### src/rtl/gecko_test_pkg.sv
// Shared types for the Gecko test supervisor: verdict encoding and
// fault-index helpers used by the monitor and its bench.
package gecko_test_pkg;

  typedef enum logic [1:0] {
    RUNNING   = 2'd0,
    PASSED    = 2'd1,
    FAILED    = 2'd2,
    TIMED_OUT = 2'd3
  } gecko_test_state_t;

  localparam int MAX_CORES       = 32;
  localparam int MAX_FAULT_IDX_W = $clog2(MAX_CORES);

  // Widest first_fault value: MSB is the valid bit, the rest the core index.
  typedef logic [MAX_FAULT_IDX_W:0] gecko_test_fault_index_t;

  // Index field width for n cores; a single core still needs one bit.
  function automatic int fault_idx_w(input int n);
    return (n > 1) ? $clog2(n) : 1;
  endfunction

endpackage

### src/rtl/gecko_priority_encoder.sv
// Lowest-set-bit priority encoder with a valid flag.
module gecko_priority_encoder
  import gecko_test_pkg::*;
#(
  parameter int WIDTH = 4,
  parameter int IDX_W = fault_idx_w(WIDTH)
) (
  input  logic [WIDTH-1:0] req,
  output logic [IDX_W-1:0] idx,
  output logic             valid
);

  // Scanning downward lets the lowest set bit win the last assignment.
  always_comb begin
    idx   = '0;
    valid = 1'b0;
    for (int i = WIDTH - 1; i >= 0; i--) begin
      if (req[i]) begin
        idx   = IDX_W'(i);
        valid = 1'b1;
      end
    end
  end

endmodule

### src/rtl/gecko_test_monitor.sv
// Multi-core test supervisor: sticky finish/fault masks, run cycle count,
// watchdog, and a single terminal verdict that holds until rst or clear.
module gecko_test_monitor
  import gecko_test_pkg::*;
#(
  parameter int NUM_CORES      = 1,
  parameter int TIMEOUT_CYCLES = 1048576,
  parameter int COUNT_WIDTH    = 32
) (
  input  logic                         clk,
  input  logic                         rst,
  input  logic                         clear,
  input  logic [NUM_CORES-1:0]         faulted,
  input  logic [NUM_CORES-1:0]         finished,
  output gecko_test_state_t            state,
  output logic                         done,
  output logic [NUM_CORES-1:0]         finished_mask,
  output logic [NUM_CORES-1:0]         faulted_mask,
  output logic [$clog2(NUM_CORES):0]   first_fault,
  output logic [COUNT_WIDTH-1:0]       cycle_count
);

  localparam int FF_W = $clog2(NUM_CORES) + 1;
  // Count value seen on the edge that completes the watchdog window.
  localparam logic [COUNT_WIDTH-1:0] LAST_RUN_CNT =
    (TIMEOUT_CYCLES == 0) ? '0 : COUNT_WIDTH'(TIMEOUT_CYCLES - 1);

  gecko_test_state_t      state_d, state_q;
  logic                   done_d, done_q;
  logic [NUM_CORES-1:0]   fin_mask_d, fin_mask_q, fin_upd;
  logic [NUM_CORES-1:0]   flt_mask_d, flt_mask_q, flt_upd;
  logic [FF_W-1:0]        first_fault_d, first_fault_q, flt_enc;
  logic [COUNT_WIDTH-1:0] cnt_d, cnt_q, cnt_inc;

  generate
    if (NUM_CORES == 1) begin : g_single
      assign flt_enc = faulted;
    end else begin : g_multi
      logic [FF_W-2:0] enc_idx;
      logic            enc_valid;
      gecko_priority_encoder #(.WIDTH(NUM_CORES), .IDX_W(FF_W - 1)) u_enc (
        .req   (faulted),
        .idx   (enc_idx),
        .valid (enc_valid)
      );
      assign flt_enc = {enc_valid, enc_idx};
    end
  endgenerate

  always_comb begin
    fin_upd       = fin_mask_q | finished;
    flt_upd       = flt_mask_q | faulted;
    cnt_inc       = (&cnt_q) ? cnt_q : cnt_q + 1'b1;
    state_d       = state_q;
    fin_mask_d    = fin_mask_q;
    flt_mask_d    = flt_mask_q;
    first_fault_d = first_fault_q;
    cnt_d         = cnt_q;
    if (clear) begin
      state_d       = RUNNING;
      fin_mask_d    = '0;
      flt_mask_d    = '0;
      first_fault_d = '0;
      cnt_d         = '0;
    end else if (state_q == RUNNING) begin
      fin_mask_d = fin_upd;
      flt_mask_d = flt_upd;
      cnt_d      = cnt_inc;
      // Fault beats finish beats watchdog when they land on the same edge.
      if (|flt_upd) begin
        state_d = FAILED;
        if (!first_fault_q[FF_W-1]) first_fault_d = flt_enc;
      end else if (&fin_upd) begin
        state_d = PASSED;
      end else if ((TIMEOUT_CYCLES != 0) && (cnt_q == LAST_RUN_CNT)) begin
        state_d = TIMED_OUT;
      end
    end
    done_d = (state_d != RUNNING);
  end

  always_ff @(posedge clk or posedge rst) begin
    if (rst) begin
      state_q       <= RUNNING;
      done_q        <= 1'b0;
      fin_mask_q    <= '0;
      flt_mask_q    <= '0;
      first_fault_q <= '0;
      cnt_q         <= '0;
    end else begin
      state_q       <= state_d;
      done_q        <= done_d;
      fin_mask_q    <= fin_mask_d;
      flt_mask_q    <= flt_mask_d;
      first_fault_q <= first_fault_d;
      cnt_q         <= cnt_d;
    end
  end

  assign state         = state_q;
  assign done          = done_q;
  assign finished_mask = fin_mask_q;
  assign faulted_mask  = flt_mask_q;
  assign first_fault   = first_fault_q;
  assign cycle_count   = cnt_q;

endmodule

### config.mk
export PLATFORM = sky130hd
export DESIGN_NAME = gecko_test_monitor
export DESIGN_NICKNAME = d
export VERILOG_FILES = /design/src/rtl/gecko_test_pkg.sv /design/src/rtl/gecko_priority_encoder.sv /design/src/rtl/gecko_test_monitor.sv
export SDC_FILE = /design/constraint.sdc
export NUM_CORES = 1
export LEC_CHECK = 0
export CORE_ASPECT_RATIO = 0.75
export CORE_UTILIZATION = 50
export CTS_CLUSTER_SIZE = 28
export DETAILED_ROUTE_END_ITERATION = 8
export PLACE_DENSITY = 0.75
export SLEW_MARGIN = 20
export SYNTH_ARGS = -nofsm -noshare
export SYNTH_HDL_FRONTEND = slang
export SYNTH_SLANG_ARGS = --single-unit
### constraint.sdc
create_clock -name clk -period 7.2 [get_ports clk]
set_input_delay 1.44 -clock clk [delete_from_list [all_inputs] [get_ports clk]]
set_output_delay 1.44 -clock clk [all_outputs]
set_load 0.05 [all_outputs]
Word-level counts from Yosys, hierarchy flattened

Index checks and enable logic that the tools add are counted.

Flip-flop bits (word level): 38
Word-level logic and storage cells: 34

Add/subtract/negate cells: 1
Equal/unequal tests: 2
Multiplexer cells: 16
Bitwise logic cells: 2
Reduce and logical (&&, ||, !) cells: 7

Operators with widths:

| cell                                                  | number |
|---|---|
| 2-to-1 mux 32 bit                                     | 3 |
| adder 32 x 1 -> 32 bit, second input constant         | 1 |
| equality test 32 x 20 -> 1 bit, second input constant | 1 |
| AND reduction 32 bit                                  | 1 |
| 2-to-1 mux 2 bit                                      | 5 |
| 2-to-1 mux 1 bit                                      | 8 |
| nonzero test 2 bit                                    | 3 |
| AND reduction 2 bit                                   | 2 |
| logical NOT 2 bit                                     | 1 |
| != test 2 bit, second input constant                  | 1 |
| bitwise OR 1 bit                                      | 2 |

Longest topological paths before layout

Depth in word-level cells: 7
Depth in mapped cells: 7
Mapped depth without buffers: 6

Least setup slack after synthesis

Ideal clock, no wire load.

Path kind: input to register
Start point: input port clear
End point: register cnt_q[0], in the netlist cycle_count[0]
Arrival time: 3.027 ns
Required time: 7.082 ns
Path slack: 4.055 ns
Stages on the path: 6
Path through: nand2b_1 -> or4_1 -> nor4_2 -> clkbuf_1 -> nor4_1 -> a21o_1

Word-level cells in the longest chain between the ends: 2

RTL lines:

| item                                                          | RTL line                 | RTL |
|---|---|---|
| start: declaration                                            | gecko_test_monitor.sv:12 | `input logic clear,` |
| != test 2 bit (no line) or nonzero test 2 bit (tied branches) | --                       |  |
| AND reduction 2 bit (no line)                                 | --                       |  |
| end signal: assignment                                        | gecko_test_monitor.sv:96 | `cnt_q <= cnt_d;` |
| end: declaration                                              | gecko_test_monitor.sv:33 | `logic [COUNT_WIDTH-1:0] cnt_d, cnt_q, cnt_inc;` |

Parallel ways exist; a longest one is shown, timed or not.
A chain may end at the register's enable or synchronous reset.

Worst setup path after layout

Start point: input port clear
End point: register cnt_q[27], in the netlist cycle_count[27]

Same word-level chain as after synthesis.

==> impl_metrics.ini <==
[timing]
hold_violations = 0
maxSlewHeadroom_pct = 23.6
setup-tns-final_ns = 0
finClkSkew_ns = 0.00723
min_period_ns = 3.78
tightest_slew_ns = 1.14
finalSetupViolCount = 0
fmax_ghz = 0.264
holdWs_ns = 0.528
rsz0062_at_grt = false
maxSlewViolCount = 0
layout_setup_ws_ns = 3.42
min_period_over_period_pct = 52.5

[final_layout]
design_area_um2 = 2690
syn_to_final_growth_pct = 26.5
fin_cells = 342
drive_gt1_share_pct = 6.62
diodes = 0
nets = 292
fin_util_pct = 66.2

[pwr]
seqPwrFrac_pct = 51.1
internal-power_mw = 0.318
p_switching_mw = 0.127
p_clk_share_pct = 33.9
swShare_pct = 28.6
p_leak_nw = 0.989
p_comb_share_pct = 14.9
ir_worst_vdd_v = 0.000125
p_per_area_nw_per_um2 = 166
finalPower_mw = 0.445

[clock_tree]
clock_latency_ns = 0.29
numCtsBuffers = 5
cts_resized = 0
htreeDepth = 2
cts-root-buf = clkbuf_8
cts.reportedPaths.clkPinSlew_ns = 0.08
cts_sinks = 38
cts_hold_buf = 0
cts_tree = done
postCtsSetupBuffers = 0
clk_path_buf_depth = 2

[critical_path]
endpoint_kind = flop
worstPathArrival_ns = 3.96
max_stage_delay_ns = 0.87
crit_fanout = 45
worstPathCellList = clkdlybuf4s50_1 -> buf_4 -> nand2b_1 -> or3_1 -> nor4_1 -> o311ai_0 -> o41ai_1
setup.worst_path.class = in2reg
cp.required_ns = 7.38
critical_path.slowest_cell = nor4_1
cp-start-kind = input pin

[routing]
drt_iter0_drc = 207
drc = 0
drt-vias-per-instance = 6.23
vias = 2129
routed_wl_um = 5350
firstDrtPassIters = 4
postRouteAntennaNets = 0
avgRoutedWirePerCell_um = 15.6

[grt]
grt_first_pass_wirelength_um = 8940
grt_pass1_vias = 1857
grt_overflow = 0
antenna_found_initial = 0
grt_usage_pct = 25.5
grt_max_degree = 46

[synthesis]
synthTopCellsByArea = dfrtp_1 (45%), a21oi_1 (6.6%), or3_1 (5.9%), o21ai_0 (5.2%), or4_1 (3.9%)
async_flop_share_pct = 100
synth_seq_cells = 38
ys_top_cells_by_count = dfrtp_1 (38), a21oi_1 (28), o21ai_0 (22), or3_1 (20), nand3_1 (16)
synth-main-ff-cell = dfrtp_1
syn_nets = 250
synth_top_area_share_pct = 44.8
yosysWarningCount = 0
synth_most_common_cell = dfrtp_1
syn-cell-area_um2 = 2120
synth_cell_types = 37
yosysSeqAreaShare_pct = 44.8
yosys.area.top_type = dfrtp_1
syn_inst = 244
avgSynthCellArea_um2 = 8.70
synth_edf_count = 0

[floorplanning]
fp.dieH_um = 58.4
core_um2 = 4050
die_w_um = 77.2
die_area_um2 = 4510
design.portCount = 43
core.rowCount = 20
initial_core_util_pct = 52.3

[status]
status = complete, no violations

[placement]
dp_hpwl_um = 3580
gp_congestion = 0.801
placed_cells = 334
pre_cts_ws_ns = 3.16
io_buffers = 42
place_area_um2 = 2590

[hold_path]
hp-class = reg2reg

[flow_run]
max_cap_violations = 0
metal layers:
metal / track usage [%] / wire length (um)
met5: 0 / 0
met4: 7.82 / 36
met3: 5.43 / 347
met2: 37.7 / 2380
met1: 37.7 / 2590
flip-flops by register name, indices dropped and copies added (netlist names):
name and count:
done 1, cycle_count 32, state 2, finished_mask 1
first_fault 1, faulted_mask 1
critical path, delay by kind of cell:
| kind | cells | cell delay (ns) |
|---|---|---|
| AO/OA/AOI/OAI | 2 | 0.37 |
| buffers and inverters | 2 | 0.66 |
| AND/OR/NAND/NOR | 3 | 1.49 |
layout by cell type, fill, tap and decap left out, types with 2 or more instances in the layout:
| cell | n |
|---|---|
| clkdlybuf4s50_1 | 42 |
| dfrtp_1 | 38 |
| a21oi_1 | 28 |
| o21ai_0 | 22 |
| or3_1 | 20 |
| nand3_1 | 16 |
| nand2_1 | 15 |
| nor2_1 | 14 |
| nor4_1 | 12 |
| or4_1 | 11 |
| nand4_1 | 10 |
| o31ai_1 | 8 |
| inv_1 | 7 |
| nor3_1 | 7 |
| clkbuf_8 | 6 |
| buf_4 | 4 |
| nand2b_1 | 2 |
| and3_1 | 2 |
| nor2b_1 | 2 |
| a211oi_1 | 2 |
final timing paths:
path                                       startpoint                     endpoint  slack [ns]  depth (start not counted)
max reg2reg                cycle_count[5]$_DFFE_PP0P_  cycle_count[30]$_DFFE_PP0P_        4.54                          5
min                           first_fault$_DFFE_PP0P_      first_fault$_DFFE_PP0P_        0.53                          2
max in group asynchronous                         rst  cycle_count[31]$_DFFE_PP0P_        5.30                          3
min in group asynchronous                         rst  cycle_count[14]$_DFFE_PP0P_        1.57                          3
min reg2reg                   first_fault$_DFFE_PP0P_      first_fault$_DFFE_PP0P_        0.53                          2
max                                             clear  cycle_count[27]$_DFFE_PP0P_        3.42                          7
cell type report:
type                    count  area, um^2
fillers                   369        1370
multi-input cells         188        1100
flip-flops and latches     38         951
repair buffers             46         450
clock buffers               7        86.3
well taps                  55        68.8
inverters                   7        26.3
clock inverters             1        5.00
kinds of logic (layout without fill, tap and decap cells):
logic type | Yosys count | count (layout) | share of synthesized area [%]
buffers and inverters | 18 | 61 | 3.89
AO/OA/AOI/OAI | 68 | 68 | 18.2
multiplexers | 1 | 1 | 0.531
flip-flops | 38 | 38 | 44.8
adder cells (fa/ha/maj) | 1 | 1 | 0.590
AND/OR/NAND/NOR | 118 | 118 | 32.0
power by group through the flow:
stage | registers [mW] | clock network, mW | logic, mW
3_3_place_gp | 0.231 | 0 | 0.0663
2_1_floorplan | 0.251 | 0 | 0.0227
5_1_grt | 0.228 | 0.164 | 0.0716
3_5_place_dp | 0.231 | 0 | 0.0668
4_1_cts | 0.227 | 0.156 | 0.0670
6_report | 0.227 | 0.151 | 0.0665
Power figures use the tool's default switching activity.
